==> src/rtl/sad_accumulator_if.sv <==
// Sample stream, search control and result bundle between the
// absolute-value stage / search controller and sad_accumulator.
interface sad_accumulator_if #(
    parameter int DATA_W = 16,
    parameter int ACC_W  = 24,
    parameter int IDX_W  = 4
);
    logic              start;
    logic [DATA_W-1:0] abs_in;
    logic              abs_valid;
    logic              abs_ready;
    logic              busy;
    logic [ACC_W-1:0]  sad_out;
    logic [ACC_W-1:0]  best_sad;
    logic [IDX_W-1:0]  best_idx;
    logic              done;

    modport master (
        output start, abs_in, abs_valid,
        input  abs_ready, busy, sad_out, best_sad, best_idx, done
    );

    modport slave (
        input  start, abs_in, abs_valid,
        output abs_ready, busy, sad_out, best_sad, best_idx, done
    );
endinterface

==> src/rtl/sad_accumulator.sv <==
// Sums BLOCK_LEN absolute differences per motion candidate (saturating) and
// tracks the lowest-SAD candidate over NUM_CAND candidates of one search.
module sad_accumulator #(
    parameter int DATA_W    = 16,
    parameter int ACC_W     = 24,
    parameter int BLOCK_LEN = 64,
    parameter int NUM_CAND  = 16,
    parameter int IDX_W     = 4
) (
    input logic              clk,
    input logic              rst,
    sad_accumulator_if.slave bus
);
    localparam int CNT_W = $clog2(BLOCK_LEN + 1);

    localparam logic [CNT_W-1:0] LAST_SAMPLE = CNT_W'(BLOCK_LEN - 1);
    localparam logic [IDX_W-1:0] LAST_CAND   = IDX_W'(NUM_CAND - 1);
    localparam logic [ACC_W-1:0] ACC_MAX     = '1;

    typedef enum logic [1:0] {
        IDLE,
        ACCUM,
        COMPARE,
        DONE
    } state_t;

    state_t state, state_nxt;

    logic [ACC_W-1:0] acc;
    logic [CNT_W-1:0] sample_cnt;
    logic [IDX_W-1:0] cand;
    logic [ACC_W-1:0] sad_q;
    logic [ACC_W-1:0] best_sad_q;
    logic [IDX_W-1:0] best_idx_q;

    logic             beat;
    logic             last_beat;
    logic             last_cand;
    logic             better;
    logic [ACC_W:0]   acc_sum;
    logic [ACC_W-1:0] acc_sat;

    // One extra bit catches the carry out so the sum clamps instead of wrapping.
    assign acc_sum   = {1'b0, acc} + (ACC_W + 1)'(bus.abs_in);
    assign acc_sat   = acc_sum[ACC_W] ? ACC_MAX : acc_sum[ACC_W-1:0];
    assign beat      = bus.abs_valid && bus.abs_ready;
    assign last_beat = beat && (sample_cnt == LAST_SAMPLE);
    assign last_cand = (cand == LAST_CAND);
    assign better    = (acc < best_sad_q);

    // NOTE: registers use non-blocking assignments so every flop samples the
    // pre-edge values; blocking here would create order-dependent simulation.
    always_ff @(posedge clk or posedge rst) begin
        if (rst) begin
            state <= IDLE;
        end else begin
            state <= state_nxt;
        end
    end

    // NOTE: the default assignment at the top keeps this block purely
    // combinational; a path that leaves state_nxt unassigned would infer a latch.
    always_comb begin
        state_nxt = state;
        unique case (state)
            IDLE:    if (bus.start) state_nxt = ACCUM;
            ACCUM:   if (last_beat) state_nxt = COMPARE;
            COMPARE: state_nxt = last_cand ? DONE : ACCUM;
            DONE:    state_nxt = IDLE;
            default: state_nxt = IDLE;
        endcase
    end

    always_comb begin
        bus.abs_ready = 1'b0;
        bus.busy      = 1'b1;
        bus.done      = 1'b0;
        unique case (state)
            IDLE:    bus.busy      = 1'b0;
            ACCUM:   bus.abs_ready = 1'b1;
            DONE:    bus.done      = 1'b1;
            default: ;
        endcase
    end

    // best_sad resets to 0 but is preloaded with all-ones at each start so
    // the first candidate always wins the strict compare.
    always_ff @(posedge clk or posedge rst) begin
        if (rst) begin
            acc        <= '0;
            sample_cnt <= '0;
            cand       <= '0;
            sad_q      <= '0;
            best_sad_q <= '0;
            best_idx_q <= '0;
        end else begin
            unique case (state)
                IDLE: begin
                    if (bus.start) begin
                        acc        <= '0;
                        sample_cnt <= '0;
                        cand       <= '0;
                        best_sad_q <= ACC_MAX;
                        best_idx_q <= '0;
                    end
                end
                ACCUM: begin
                    if (beat) begin
                        acc        <= acc_sat;
                        sample_cnt <= sample_cnt + CNT_W'(1);
                    end
                end
                COMPARE: begin
                    sad_q <= acc;
                    // Strict less-than keeps the earlier index on a tie.
                    if (better) begin
                        best_sad_q <= acc;
                        best_idx_q <= cand;
                    end
                    if (!last_cand) begin
                        cand       <= cand + IDX_W'(1);
                        acc        <= '0;
                        sample_cnt <= '0;
                    end
                end
                default: ;
            endcase
        end
    end

    assign bus.sad_out  = sad_q;
    assign bus.best_sad = best_sad_q;
    assign bus.best_idx = best_idx_q;
endmodule

==> src/flat_wrapper.sv <==
// flat-port wrapper written by rule: the top's interface ports become plain ports
module sad_accumulator_flat 
#(
    parameter int DATA_W    = 16,
    parameter int ACC_W     = 24,
    parameter int BLOCK_LEN = 64,
    parameter int NUM_CAND  = 16,
    parameter int IDX_W     = 4
)
  (clk, rst, bus_start, bus_abs_in, bus_abs_valid, bus_abs_ready, bus_busy, bus_sad_out, bus_best_sad, bus_best_idx, bus_done);
  sad_accumulator_if #(.DATA_W(DATA_W), .ACC_W(ACC_W), .IDX_W(IDX_W)) bus_i ();
  input logic clk;
  input logic rst;
  input wire logic [$bits(bus_i.start)-1:0] bus_start;
  input wire logic [$bits(bus_i.abs_in)-1:0] bus_abs_in;
  input wire logic [$bits(bus_i.abs_valid)-1:0] bus_abs_valid;
  output wire logic [$bits(bus_i.abs_ready)-1:0] bus_abs_ready;
  output wire logic [$bits(bus_i.busy)-1:0] bus_busy;
  output wire logic [$bits(bus_i.sad_out)-1:0] bus_sad_out;
  output wire logic [$bits(bus_i.best_sad)-1:0] bus_best_sad;
  output wire logic [$bits(bus_i.best_idx)-1:0] bus_best_idx;
  output wire logic [$bits(bus_i.done)-1:0] bus_done;
  assign bus_i.start = bus_start;
  assign bus_i.abs_in = bus_abs_in;
  assign bus_i.abs_valid = bus_abs_valid;
  assign bus_abs_ready = bus_i.abs_ready;
  assign bus_busy = bus_i.busy;
  assign bus_sad_out = bus_i.sad_out;
  assign bus_best_sad = bus_i.best_sad;
  assign bus_best_idx = bus_i.best_idx;
  assign bus_done = bus_i.done;
  sad_accumulator #(.DATA_W(DATA_W), .ACC_W(ACC_W), .BLOCK_LEN(BLOCK_LEN), .NUM_CAND(NUM_CAND), .IDX_W(IDX_W)) u_core (.clk(clk), .rst(rst), .bus(bus_i));
endmodule
==> config.mk <==
export PLATFORM = sky130hd
export DESIGN_NAME = sad_accumulator_flat
export DESIGN_NICKNAME = d
export VERILOG_FILES = /design/src/rtl/sad_accumulator_if.sv /design/src/rtl/sad_accumulator.sv /design/src/flat_wrapper.sv
export SDC_FILE = /design/constraint.sdc
export NUM_CORES = 1
export LEC_CHECK = 0
export CAP_MARGIN = 20
export CORE_MARGIN = 10
export CORE_UTILIZATION = 35
export CTS_CLUSTER_SIZE = 8
export DETAILED_ROUTE_END_ITERATION = 6
export GPL_TIMING_DRIVEN = 0
export PLACE_DENSITY = 0.54
export SYNTH_ARGS = -nofsm -noshare
export SYNTH_HDL_FRONTEND = slang
export SYNTH_SLANG_ARGS = --single-unit
==> constraint.sdc <==
create_clock -name clk -period 2.74 [get_ports clk]
set_input_delay 0.411 -clock clk [delete_from_list [all_inputs] [get_ports clk]]
set_output_delay 0.411 -clock clk [all_outputs]
set_load 0.01 [all_outputs]
== Yosys cells after proc, flatten, opt, wreduce, memory -nomap -nowiden ==
Index checks and enable logic that the tools add are counted.

* Add/sub/neg operators: 3
* Magnitude comparators: 1
* Reduce and logical (&&, ||, !) cells: 9
* Mux-type cells: 24
* Bitwise logic cells: 0
* Div/mod/pow operators: 0
* Eq/ne operators: 10
* Shift operators: 0
* Multipliers: 0

{| class="wikitable"
|+ Operators with widths
! operator !! number
|-
| 24-bit two-way mux || 6
|-
| 24-bit case mux with 3 select lines || 1
|-
| 24-bit case mux with 2 select lines || 1
|-
| 24-bit by 16-bit adder with 25-bit output || 1
|-
| 24-bit < comparator || 1
|-
| 7-bit two-way mux || 3
|-
| 7-bit case mux with 3 select lines || 1
|-
| 4-bit case mux with 2 select lines || 2
|-
| 4-bit two-way mux || 3
|-
| 2-bit case mux with 4 select lines || 1
|-
| 7-bit by 1-bit adder with 7-bit output, second input constant || 1
|-
| 7-bit by 6-bit == test with 1-bit output, second input constant || 1
|-
| 2-bit two-way mux || 3
|-
| 2-bit by 1-bit inequality test with 1-bit output, second input constant || 3
|-
| 3-bit AND reduction || 2
|-
| 4-bit by 1-bit adder with 4-bit output, second input constant || 1
|-
| 2-bit == test, second input constant || 2
|-
| 4-bit == test, second input constant || 1
|-
| 2-bit inequality test, second input constant || 2
|-
| 4-bit AND reduction || 1
|-
| 1-bit two-way mux || 3
|-
| 3-bit nonzero test || 1
|-
| 2-bit by 1-bit == test with 1-bit output, second input constant || 1
|-
| 1-bit logical AND || 2
|-
| 3 further kinds || 3
|}

* Bits in latches: 0
* Output and inout port bits: 55
* Memory bits (writable): 0
* Memories kept: 0
* Bits in read-only memories: 0
* Bits of input ports: 20
* Flip-flop bits (word level): 89

== Depth between registers and ports, before layout ==
Gate-level depths: netlist of the first run.

* Depth after elaboration: 6
* Mapped depth: 10

== Worst setup path after synthesis of the first run ==
OpenSTA, ideal clock, no wires.

* Path kind: input port to flip-flop
* From: input port bus_abs_in[0]
* To: register u_core.acc[23]
* Buffers on the path: 0
* Arrival: 2.230 ns
* Cell stages on the path: 8
* Data required time: 2.620 ns
* Setup slack: 0.390 ns
* Cells stage by stage: ha_1 > fa_1 > nand3_1 > a21oi_2 > o31ai_4 > o31ai_4 > a2111o_1 > and3_1

* Word-level cells in the longest chain between the ends: 4

{| class="wikitable"
|+ Ends and longest elaborated chain
! item !! line !! RTL
|-
| start, declared || flat_wrapper.sv:15 || <nowiki>input wire logic [$bits(bus_i.abs_in)-1:0] bus_abs_in;</nowiki>
|-
| 24-bit by 16-bit adder with 25-bit output || sad_accumulator.sv:44 || <nowiki>assign acc_sum = {1'b0, acc} + (ACC_W + 1)'(bus.abs_in);</nowiki>
|-
| 24-bit two-way mux || sad_accumulator.sv:45 || <nowiki>assign acc_sat = acc_sum[ACC_W] ? ACC_MAX : acc_sum[ACC_W-1:0];</nowiki>
|-
| 24-bit two-way mux || sad_accumulator.sv:108 || <nowiki>if (beat) begin</nowiki>
|-
| 24-bit case mux with 3 select lines || sad_accumulator.sv:97 || <nowiki>unique case (state)</nowiki>
|-
| end signal, assigned || sad_accumulator.sv:109 || <nowiki>acc <= acc_sat;</nowiki>
|-
| end, declared || sad_accumulator.sv:29 || <nowiki>logic [ACC_W-1:0] acc;</nowiki>
|}

No other way between the ends. The select of a mux whose other input is x is not followed.
A chain may end at the register's enable or synchronous reset.

== Worst setup path in the final report of the first run ==
Ends and elaborated chain as after synthesis.

==> summary.md, run 1 <==
| Metric | Value |
|---|---|
| Yosys top cell area share | `42.66%` |
| Internal Power | `3.248 mW` |
| Fin util | `45.17%` |
| Critical path fanouts, max | `7` |
| Post-synth EDFFs | `0` |
| Final Cycle Share | `96.37%` |
| Reg-to-reg endpoint | `u_core.acc[23]` |
| Area contributors post-synth | `dfrtp_1 (43%), ha_1 (9.8%), a21oi_1 (5.0%)` |
| R2R Path Start | `u_core.acc[0]` |
| Crit. End Element | `register` |
| M2 GR Usage | `21.64%` |
| Vias per cell | `5.124` |
| Pre-CTS setup slack | `-0.2234 ns` |
| Finished Layout Cells | `845` |
| Tightest Pin Transition | `0.5740 ns` |
| Area Overhead vs Synth | `26.22%` |
| FF+latch count, synth | `89` |
| Worst R2R Setup Slack | `0.15 ns` |
| Final wirelength | `14030 µm` |
| DRT iter0 DRCs | `244` |
| CTS max path bufs | `2` |
| Worst-Skew Late Latency | `0.34 ns` |
| Post-synthesis sequential area ratio | `42.66%` |
| Worst EP required | `2.97 ns` |
| Syn Area/Cell | `9.176 µm²` |
| Sw power | `2.025 mW` |
| Fraction of registers with async set/reset | `100.0%` |
| Synth Warn # | `0` |
| Top FF cell, synth | `dfrtp_1` |
| Drt first pass iters | `5` |
| Net count after synthesis | `631` |
| Number of global-route vias before repair | `4431` |
| HP Class | `in2async` |
| CP startpoint kind | `input port` |
| Initial antenna violation count | `0` |
| Routed WL per cell | `16.60 µm` |
| Max-Cap Viols | `0` |
| P per Cell Area | `800.2 nW/µm²` |
| IO Pins | `75` |
| Hold buffer count at cts | `0` |
| Post-layout minimum cycle time | `2.641 ns` |
| Initial core utilization | `35.79%` |
| CTS tree | `built` |
| Remaining antenna violation count after routing | `0` |
| Number of vias in the routed layout | `4330` |
| IO Port Bufs | `74` |
| Share of cells above drive strength 1 | `5.598%` |
| Detailed placer's ending HPWL | `11020 µm` |
| Clk pwr share | `27.5%` |
| Met1 Resource Use GR | `19.17%` |
| Layout Skew | `0.009662 ns` |
| Run status | `finished clean` |
| Met3 usage in global routing | `2.170%` |
| F_max | `0.3787 GHz` |
| Netlist Area Pre-Place | `5221 µm²` |
| Synth unique cells | `55` |
| Synth cell count leaders | `dfrtp_1 (89), inv_1 (57), nand2_1 (55), a21oi_1 (52), nor2_1 (44)` |
| FF-to-FF path depth | `8` |
| Net Sw Frac | `38.41%` |
| Placed cells | `828` |
| Most Used Layer, Global Route | `met2` |
| DIE WIDTH | `142.1 µm` |
| Slew Viols, Final | `0` |
| WS Path Type | `in2reg` |
| Antenna Cells | `0` |
| Gpl congestion | `0.8548` |
| Setup TNS | `0 ns` |
| DRC Markers | `0` |
| Rows | `44` |
| Total CTS buffers | `9` |
| Combinational power share | `37.6%` |
| Max VDD drop | `0.0003643 V` |
| Reg power frac | `34.8%` |
| Core area | `14590 µm²` |
| Final worst setup slack | `0.09941 ns` |
| Most common cell in the netlist | `dfrtp_1` |
| Cell taking the most area after synthesis | `dfrtp_1` |
| H-tree levels | `3` |
| Die H | `142.1 µm` |
| Total gr overflow | `0` |
| Hold WS | `0.3915 ns` |
| Fillcell total | `1394` |
| Largest net degree at the start of global routing | `66` |
| WP data arrival | `2.87 ns` |
| Post-synthesis cell count | `569` |
| Clock transition at the registers of the reported paths | `0.07 ns` |
| Die Area | `20200 µm²` |
| Final hold vios | `0` |
| Final setup violation count | `0` |
| Clock root buffer | `clkbuf_16` |
| Sink Count | `89` |
| First-pass GRT wire length | `23040 µm` |
| Final #Nets | `718` |
| Pleak | `3.043 nW` |
| Max-slew headroom | `61.73%` |
| GRT Overall Usage | `13.91%` |
==> power by group through the flow <==
stage | clock [mW] | combinational [mW] | sequential [mW]
finish | 1.45 | 1.98 | 1.84
global placement | 0 | 1.90 | 1.85
floorplan | 0 | 1.49 | 1.72
detailed placement | 0 | 1.94 | 1.85
CTS | 1.47 | 1.95 | 1.83
global route | 1.53 | 2.23 | 1.88
==> how the worst max path moves through the flow <==
stage,startpoint,endpoint,slack (ns)
after floorplan,rst,u_core.acc[0],0.02
after global placement,rst,u_core.state[0],-1.44
after detailed placement,bus_abs_in[0],u_core.acc[23],-0.22
after CTS,bus_abs_in[0],u_core.acc[23],0.14
after global routing,bus_abs_in[0],u_core.acc[17],-0.02
final,bus_abs_in[0],u_core.acc[23],0.1
==> cells in the final DEF (no fill, tap or decap), drive strengths merged, types with 10 or more instances in the layout <==
| cell type | instances |
|---|---|
| inv | 58 |
| dfrtp | 89 |
| nor2 | 44 |
| nand3 | 15 |
| buf | 12 |
| mux2i | 25 |
| clkbuf | 25 |
| ha | 41 |
| clkdlybuf4s50 | 74 |
| a31oi | 17 |
| nand2 | 56 |
| o21ai | 46 |
| xor2 | 10 |
| a21oi | 53 |
==> layer usage <==
layer | vias to the layer above | routed length (µm)
met1 | 2089 | 6831
met2 | 76 | 6396
met5 | - | 0
met3 | 10 | 602
met4 | 0 | 197
li1 | 2155 | -
==> stage by stage <==
step	area, µm²	power, mW
floorplan	5221	3.204
global placement	6192	3.747
detailed placement	6222	3.799
CTS	6575	5.260
global route	6590	5.645
finish	6590	5.273
==> repair_timing <==
action                     4_1_cts  5_1_grt
buffers inserted                 0        1
gates resized for setup          0        1
setup endpoints to repair        0       10
==> kinds of logic after synthesis <==
family | Yosys count | share of synthesized area [%]
multiplexers | 29 | 5.655
AO/OA/AOI/OAI | 152 | 17.83
buffers and inverters | 82 | 6.614
adder cells (fa/ha/maj) | 42 | 10.21
AND/OR/NAND/NOR | 158 | 14.19
flip-flops | 89 | 42.66
XOR/XNOR | 17 | 2.852
==> final cells by class <==
cell class	instances	area, µm²	share of cell area, %
clock buffer	10	239.0	3.626
timing repair buffer	76	775.7	11.77
multi-input combinational	398	2656	40.31
sequential	89	2227	33.80
inverter	57	216.5	3.285
buffer	25	131.4	1.994
tap	184	230.2	3.493
clock inverter	6	113.9	1.728
==> sequential cells by signal, summed over array words and instances (netlist names) <==
| signal | flops |
|---|---|
| u_core.acc | 24 |
| u_core.bus.best_idx | 4 |
| u_core.bus.best_sad | 24 |
| u_core.bus.sad_out | 24 |
| u_core.cand | 4 |
| u_core.sample_cnt | 7 |
| u_core.state | 2 |
==> critical path, stage by stage <==
cell	delay (ns)
clkdlybuf4s50_1	0.40
ha_1	0.26
fa_1	0.42
nand3_1	0.17
a21oi_4	0.10
o31ai_4	0.33
o31ai_4	0.17
a2111o_1	0.43
and3_1	0.18
No activity file was read; power rests on OpenSTA's default activity.
==> inputs of run 2 (changes only) <==
CAP_MARGIN = unset   (was 20)
==> summary.md, run 2 (synthesis gave the netlist of run 1 again) <==
| Metric | Value |
|---|---|
| Rows | `44` |
| DR WL met2 | `6396 µm` |
| Worst stage delay on the critical path | `0.43 ns` |
| Fillcell total | `1394` |
| Reg-to-reg endpoint | `u_core.acc[23]` |
| Final wirelength | `14030 µm` |
| Area Overhead vs Synth | `26.22%` |
| Worst EP required | `2.97 ns` |
| Max-slew headroom | `61.73%` |
| Final hold vios | `0` |
| CP startpoint kind | `input port` |
| Final #Nets | `718` |
| Setup crit start | `bus_abs_in[0]` |
| Sink Count | `89` |
| R2R Path Start | `u_core.acc[0]` |
| F_max | `0.3787 GHz` |
| Post-Route M1 WL | `6831 µm` |
| Hold buffer count at cts | `0` |
| Final setup violation count | `0` |
| Vias per cell | `5.124` |
| Met3 wire length | `602 µm` |
| Clock transition at the registers of the reported paths | `0.07 ns` |
| Detailed placer's ending HPWL | `11020 µm` |
| Run status | `finished clean` |
| WP data arrival | `2.87 ns` |
| Slew Viols, Final | `0` |
| Worst R2R Setup Slack | `0.15 ns` |
| Fin util | `45.17%` |
| FF-to-FF path depth | `8` |
| Pleak | `3.043 nW` |
| First-pass GRT wire length | `23040 µm` |
| Antenna Cells | `0` |
| Commonest cells after routing, fill and taps aside | `dfrtp_1 (89), clkdlybuf4s50_1 (74), inv_1 (56)` |
| H-tree levels | `3` |
| Layout Cell Area excl Fill | `6590 µm²` |
| Max-Cap Viols | `0` |
| WS Path Type | `in2reg` |
| Critical path fanouts, max | `7` |
| Crit. End Element | `register` |
| IO Pins | `75` |
| P per Cell Area | `800.2 nW/µm²` |
| DRT iter0 DRCs | `244` |
| DRC Markers | `0` |
| CTS max path bufs | `2` |
| IO Port Bufs | `74` |
| DIE WIDTH | `142.1 µm` |
| Remaining antenna violation count after routing | `0` |
| Number of vias in the routed layout | `4330` |
| Cell area after placement | `6222 µm²` |
| Worst-Skew Late Latency | `0.34 ns` |
| Most used cell, CP | `o31ai_4` |
| Total gr overflow | `0` |
| Initial core utilization | `35.79%` |
| Max VDD drop | `0.0003643 V` |
| Gpl congestion | `0.8548` |
| Die H | `142.1 µm` |
| Routed WL per cell | `16.60 µm` |
| Initial antenna violation count | `0` |
| Post-layout minimum cycle time | `2.641 ns` |
| Share of cells above drive strength 1 | `5.598%` |
| Largest net degree at the start of global routing | `66` |
| Slowest cell on crit path | `a2111o_1` |
| CP top delay family | `compound AO/OA/AOI/OAI gates` |
| Core area | `14590 µm²` |
| Final Cycle Share | `96.37%` |
| Most common library cell in the layout ignoring fill and taps | `dfrtp_1` |
| GRT Overall Usage | `13.91%` |
| Die Area | `20200 µm²` |
| Top sig layer | `met4` |
| Drt first pass iters | `5` |
| Number of global-route vias before repair | `4431` |
| HP Class | `in2async` |
| Worst path bufs/invs | `1` |
| CTS tree | `built` |
| Layout Skew | `0.009662 ns` |
| Tightest Pin Transition | `0.5740 ns` |
| Crit-path cells | `clkdlybuf4s50_1, ha_1, fa_1, nand3_1, a21oi_4, o31ai_4, o31ai_4, a2111o_1, and3_1` |
| Total CTS buffers | `9` |
| Clock root buffer | `clkbuf_16` |
[run 2: cell counts in the layout (fill, tap and decap cells not counted)]
Identical to the previous run, type by type.
[run 2: metrics by stage]
step	total power [mW]	std cells	TNS, ns	hold WS, ns	worst slack, ns
finish	5.273	845	0	0.3915	0.09941
global route	5.645	845	-0.02094	0.4182	-0.02094
CTS	5.260	844	0	0.4018	0.1375
detailed placement	3.799	828	-2.198	0.4723	-0.2234
global placement	3.747	827	-129.13	0.4647	-1.441
floorplan	3.204	569	0	0.4626	0.02210
[run 2: power breakdown]
group	internal (mW)	switching (mW)	leakage (nW)	total, mW
Sequential	1.52	0.322	1.07	1.84
Clock	0.920	0.533	0.165	1.45
Combinational	0.812	1.17	1.81	1.98
[run 2: how the worst max path moves through the flow]
stage / endpoint / slack (ns) / cells past startpoint
final: u_core.acc[23] / 0.1 / 9
after global routing: u_core.acc[17] / -0.02 / 9
after CTS: u_core.acc[23] / 0.14 / 9
after detailed placement: u_core.acc[23] / -0.22 / 9
after global placement: u_core.state[0] / -1.44 / 2
after floorplan: u_core.acc[0] / 0.02 / 1
[run 2: layout make-up]
class | count | area (µm²) | area share [%]
inverter | 57 | 216.5 | 3.285
clock buffer | 10 | 239.0 | 3.626
tap | 184 | 230.2 | 3.493
buffer | 25 | 131.4 | 1.994
multi-input combinational | 398 | 2656 | 40.31
timing repair buffer | 76 | 775.7 | 11.77
clock inverter | 6 | 113.9 | 1.728
sequential | 89 | 2227 | 33.80
[run 2: what timing repair did]
item,4_1_cts,5_1_grt
setup endpoints to repair,0,10
buffers inserted,0,1
gates resized for setup,0,1
[run 2: per-layer routing]
layer | GRT usage, % | vias to the layer above
met4 | 4.734 | 0
met1 | 19.17 | 2089
li1 | - | 2155
met3 | 2.170 | 10
met2 | 21.64 | 76
met5 | 0 | -
==> inputs of run 3 (changes only) <==
CORE_MARGIN = 1.5   (was 10)
CORE_UTILIZATION = 55   (was 35)
DONT_BUFFER_PORTS = 1   (was unset)
PLACE_DENSITY = 0.7   (was 0.54)
==> summary.md, run 3 (synthesis gave the netlist of run 1 again) <==
| Metric | Value |
|---|---|
| Run status | `finished clean` |
| Combinational power share | `39.7%` |
| Reg power frac | `38.2%` |
| IO Pins | `75` |
| GRT Overall Usage | `26.06%` |
| Pleak | `2.710 nW` |
| Final worst setup slack | `0.2105 ns` |
| IO Port Bufs | `0` |
| DRT iter0 DRCs | `214` |
| Pre-CTS setup slack | `0.2295 ns` |
| Slew Viols, Final | `0` |
| Internal Power | `2.811 mW` |
| Area Overhead vs Synth | `8.363%` |
| Core area | `9240 µm²` |
| RSZ-0062 raised after global routing | `false` |
| Tightest Pin Transition | `0.5894 ns` |
| Post-layout minimum cycle time | `2.529 ns` |
| Max-slew headroom | `60.71%` |
| CTS max path bufs | `2` |
| Total CTS buffers | `9` |
| Drt first pass iters | `7` |
| Clock transition at the registers of the reported paths | `0.10 ns` |
| F_max | `0.3953 GHz` |
| Number of global-route vias before repair | `4099` |
| Detailed placer's ending HPWL | `9651 µm` |
| Sink Count | `89` |
| Final Cycle Share | `92.32%` |
| Commonest cells after routing, fill and taps aside | `dfrtp_1 (89), inv_1 (56), nand2_1 (55)` |
| Crit-path cells | `ha_1, fa_1, nand3_1, a21oi_2, o31ai_4, o31ai_4, a2111o_1, and3_1` |
| Initial core utilization | `56.51%` |
| Slowest cell on crit path | `dfrtp_1` |
| Final hold vios | `0` |
| Max-Cap Viols | `0` |
| CP startpoint kind | `register` |
| P per Cell Area | `844.5 nW/µm²` |
| HP Class | `in2reg` |
| CP top delay family | `compound AO/OA/AOI/OAI gates` |
| Die Area | `10090 µm²` |
| First-pass GRT wire length | `20320 µm` |
| Vias per cell | `5.760` |
| DIE WIDTH | `100.4 µm` |
| Clk pwr share | `22.1%` |
| Net Sw Frac | `41.16%` |
| Max VDD drop | `0.0004701 V` |
| Finished Layout Cells | `716` |
| DRC Markers | `0` |
| Rows | `35` |
| Share of cells above drive strength 1 | `6.133%` |
| Cell area after placement | `5413 µm²` |
| WP data arrival | `2.79 ns` |
| Layout Skew | `0.01811 ns` |
| Layout Cell Area excl Fill | `5658 µm²` |
| Die H | `100.4 µm` |
| Clock root buffer | `clkbuf_8` |
| Remaining antenna violation count after routing | `0` |
| Largest net degree at the start of global routing | `61` |
| Hold WS | `0.2232 ns` |
| Worst stage delay on the critical path | `0.43 ns` |
| Most used cell, CP | `o31ai_4` |
| Worst-Skew Late Latency | `0.36 ns` |
| Final wirelength | `12430 µm` |
| Placed cells | `699` |
| H-tree levels | `3` |
| Antenna Cells | `0` |
| Most common library cell in the layout ignoring fill and taps | `dfrtp_1` |
| CTS tree | `built` |
| Crit. End Element | `register` |
| Sw power | `1.967 mW` |
| Total gr overflow | `0` |
| Final setup violation count | `0` |
| Post-CTS Setup Inserts | `0` |
| Worst path bufs/invs | `0` |
| Routed WL per cell | `17.36 µm` |
| Final #Nets | `644` |
| Number of vias in the routed layout | `4124` |
| WS Path Type | `reg2reg` |
| Critical path fanouts, max | `8` |
| Worst EP required | `3.00 ns` |
| Gpl congestion | `0.9722` |
| Resize count post-CTS | `0` |
| Initial antenna violation count | `0` |
-- run 3: changes by cell type in the layout (fill, tap and decap cells not counted), moves of 2 or more --
cell	before	now
clkbuf_16	9	0
clkinvlp_4	2	0
clkdlybuf4s50_1	74	0
clkbuf_8	1	10
-- run 3: routing by layer --
metal  vias up  wire (µm)  track usage [%]
li1       2014          -                -
met1      1988       5926            35.30
met2       107       5604            40.92
met3        15        711            6.894
met4         0        184            8.342
met5         -          0                0
-- run 3: area by class of cell --
class	instances	area [µm²]
well taps	129	161.4
clock buffers	10	137.6
flip-flops and latches	89	2227
fillers	775	3582
inverters	57	216.5
plain buffers	25	131.4
multi-input cells	398	2649
clock inverters	6	97.59
repair buffers	2	37.54
-- run 3: worst paths after layout --
kind | depth (start not counted) | end | from | slack (ns)
worst max-delay path | 8 | u_core.acc[23] | u_core.acc[0] | 0.21
worst min-delay path | 2 | u_core.state[0] | bus_start | 0.22
worst max register to register | 8 | u_core.acc[23] | u_core.acc[0] | 0.21
worst min register to register | 2 | u_core.sample_cnt[6] | u_core.sample_cnt[6] | 0.54
max in group asynchronous | 3 | u_core.acc[18] | rst | 1.61
min in group asynchronous | 2 | u_core.bus.sad_out[4] | rst | 0.51
-- run 3: power groups by stage --
stage | clock network, mW | logic [mW] | registers, mW
floorplan | 0 | 1.49 | 1.72
global placement | 0 | 1.81 | 1.83
detailed placement | 0 | 1.86 | 1.84
CTS | 1.07 | 1.88 | 1.82
global route | 1.12 | 2.13 | 1.85
finish | 1.06 | 1.90 | 1.82
-- run 3: per-stage QoR --
step | power (mW) | utilization [%] | setup TNS, ns
finish | 4.778 | 61.23 | 0
global route | 5.106 | 61.23 | 0
CTS | 4.770 | 61.23 | 0
detailed placement | 3.702 | 58.58 | 0
global placement | 3.636 | 58.25 | -75.85
floorplan | 3.204 | - | 0
-- run 3: what timing repair did --
action | 4_1_cts | 5_1_grt
hold buffers | 1 | 0
setup endpoints to repair | 0 | 0
hold endpoints to repair | 29 | 0
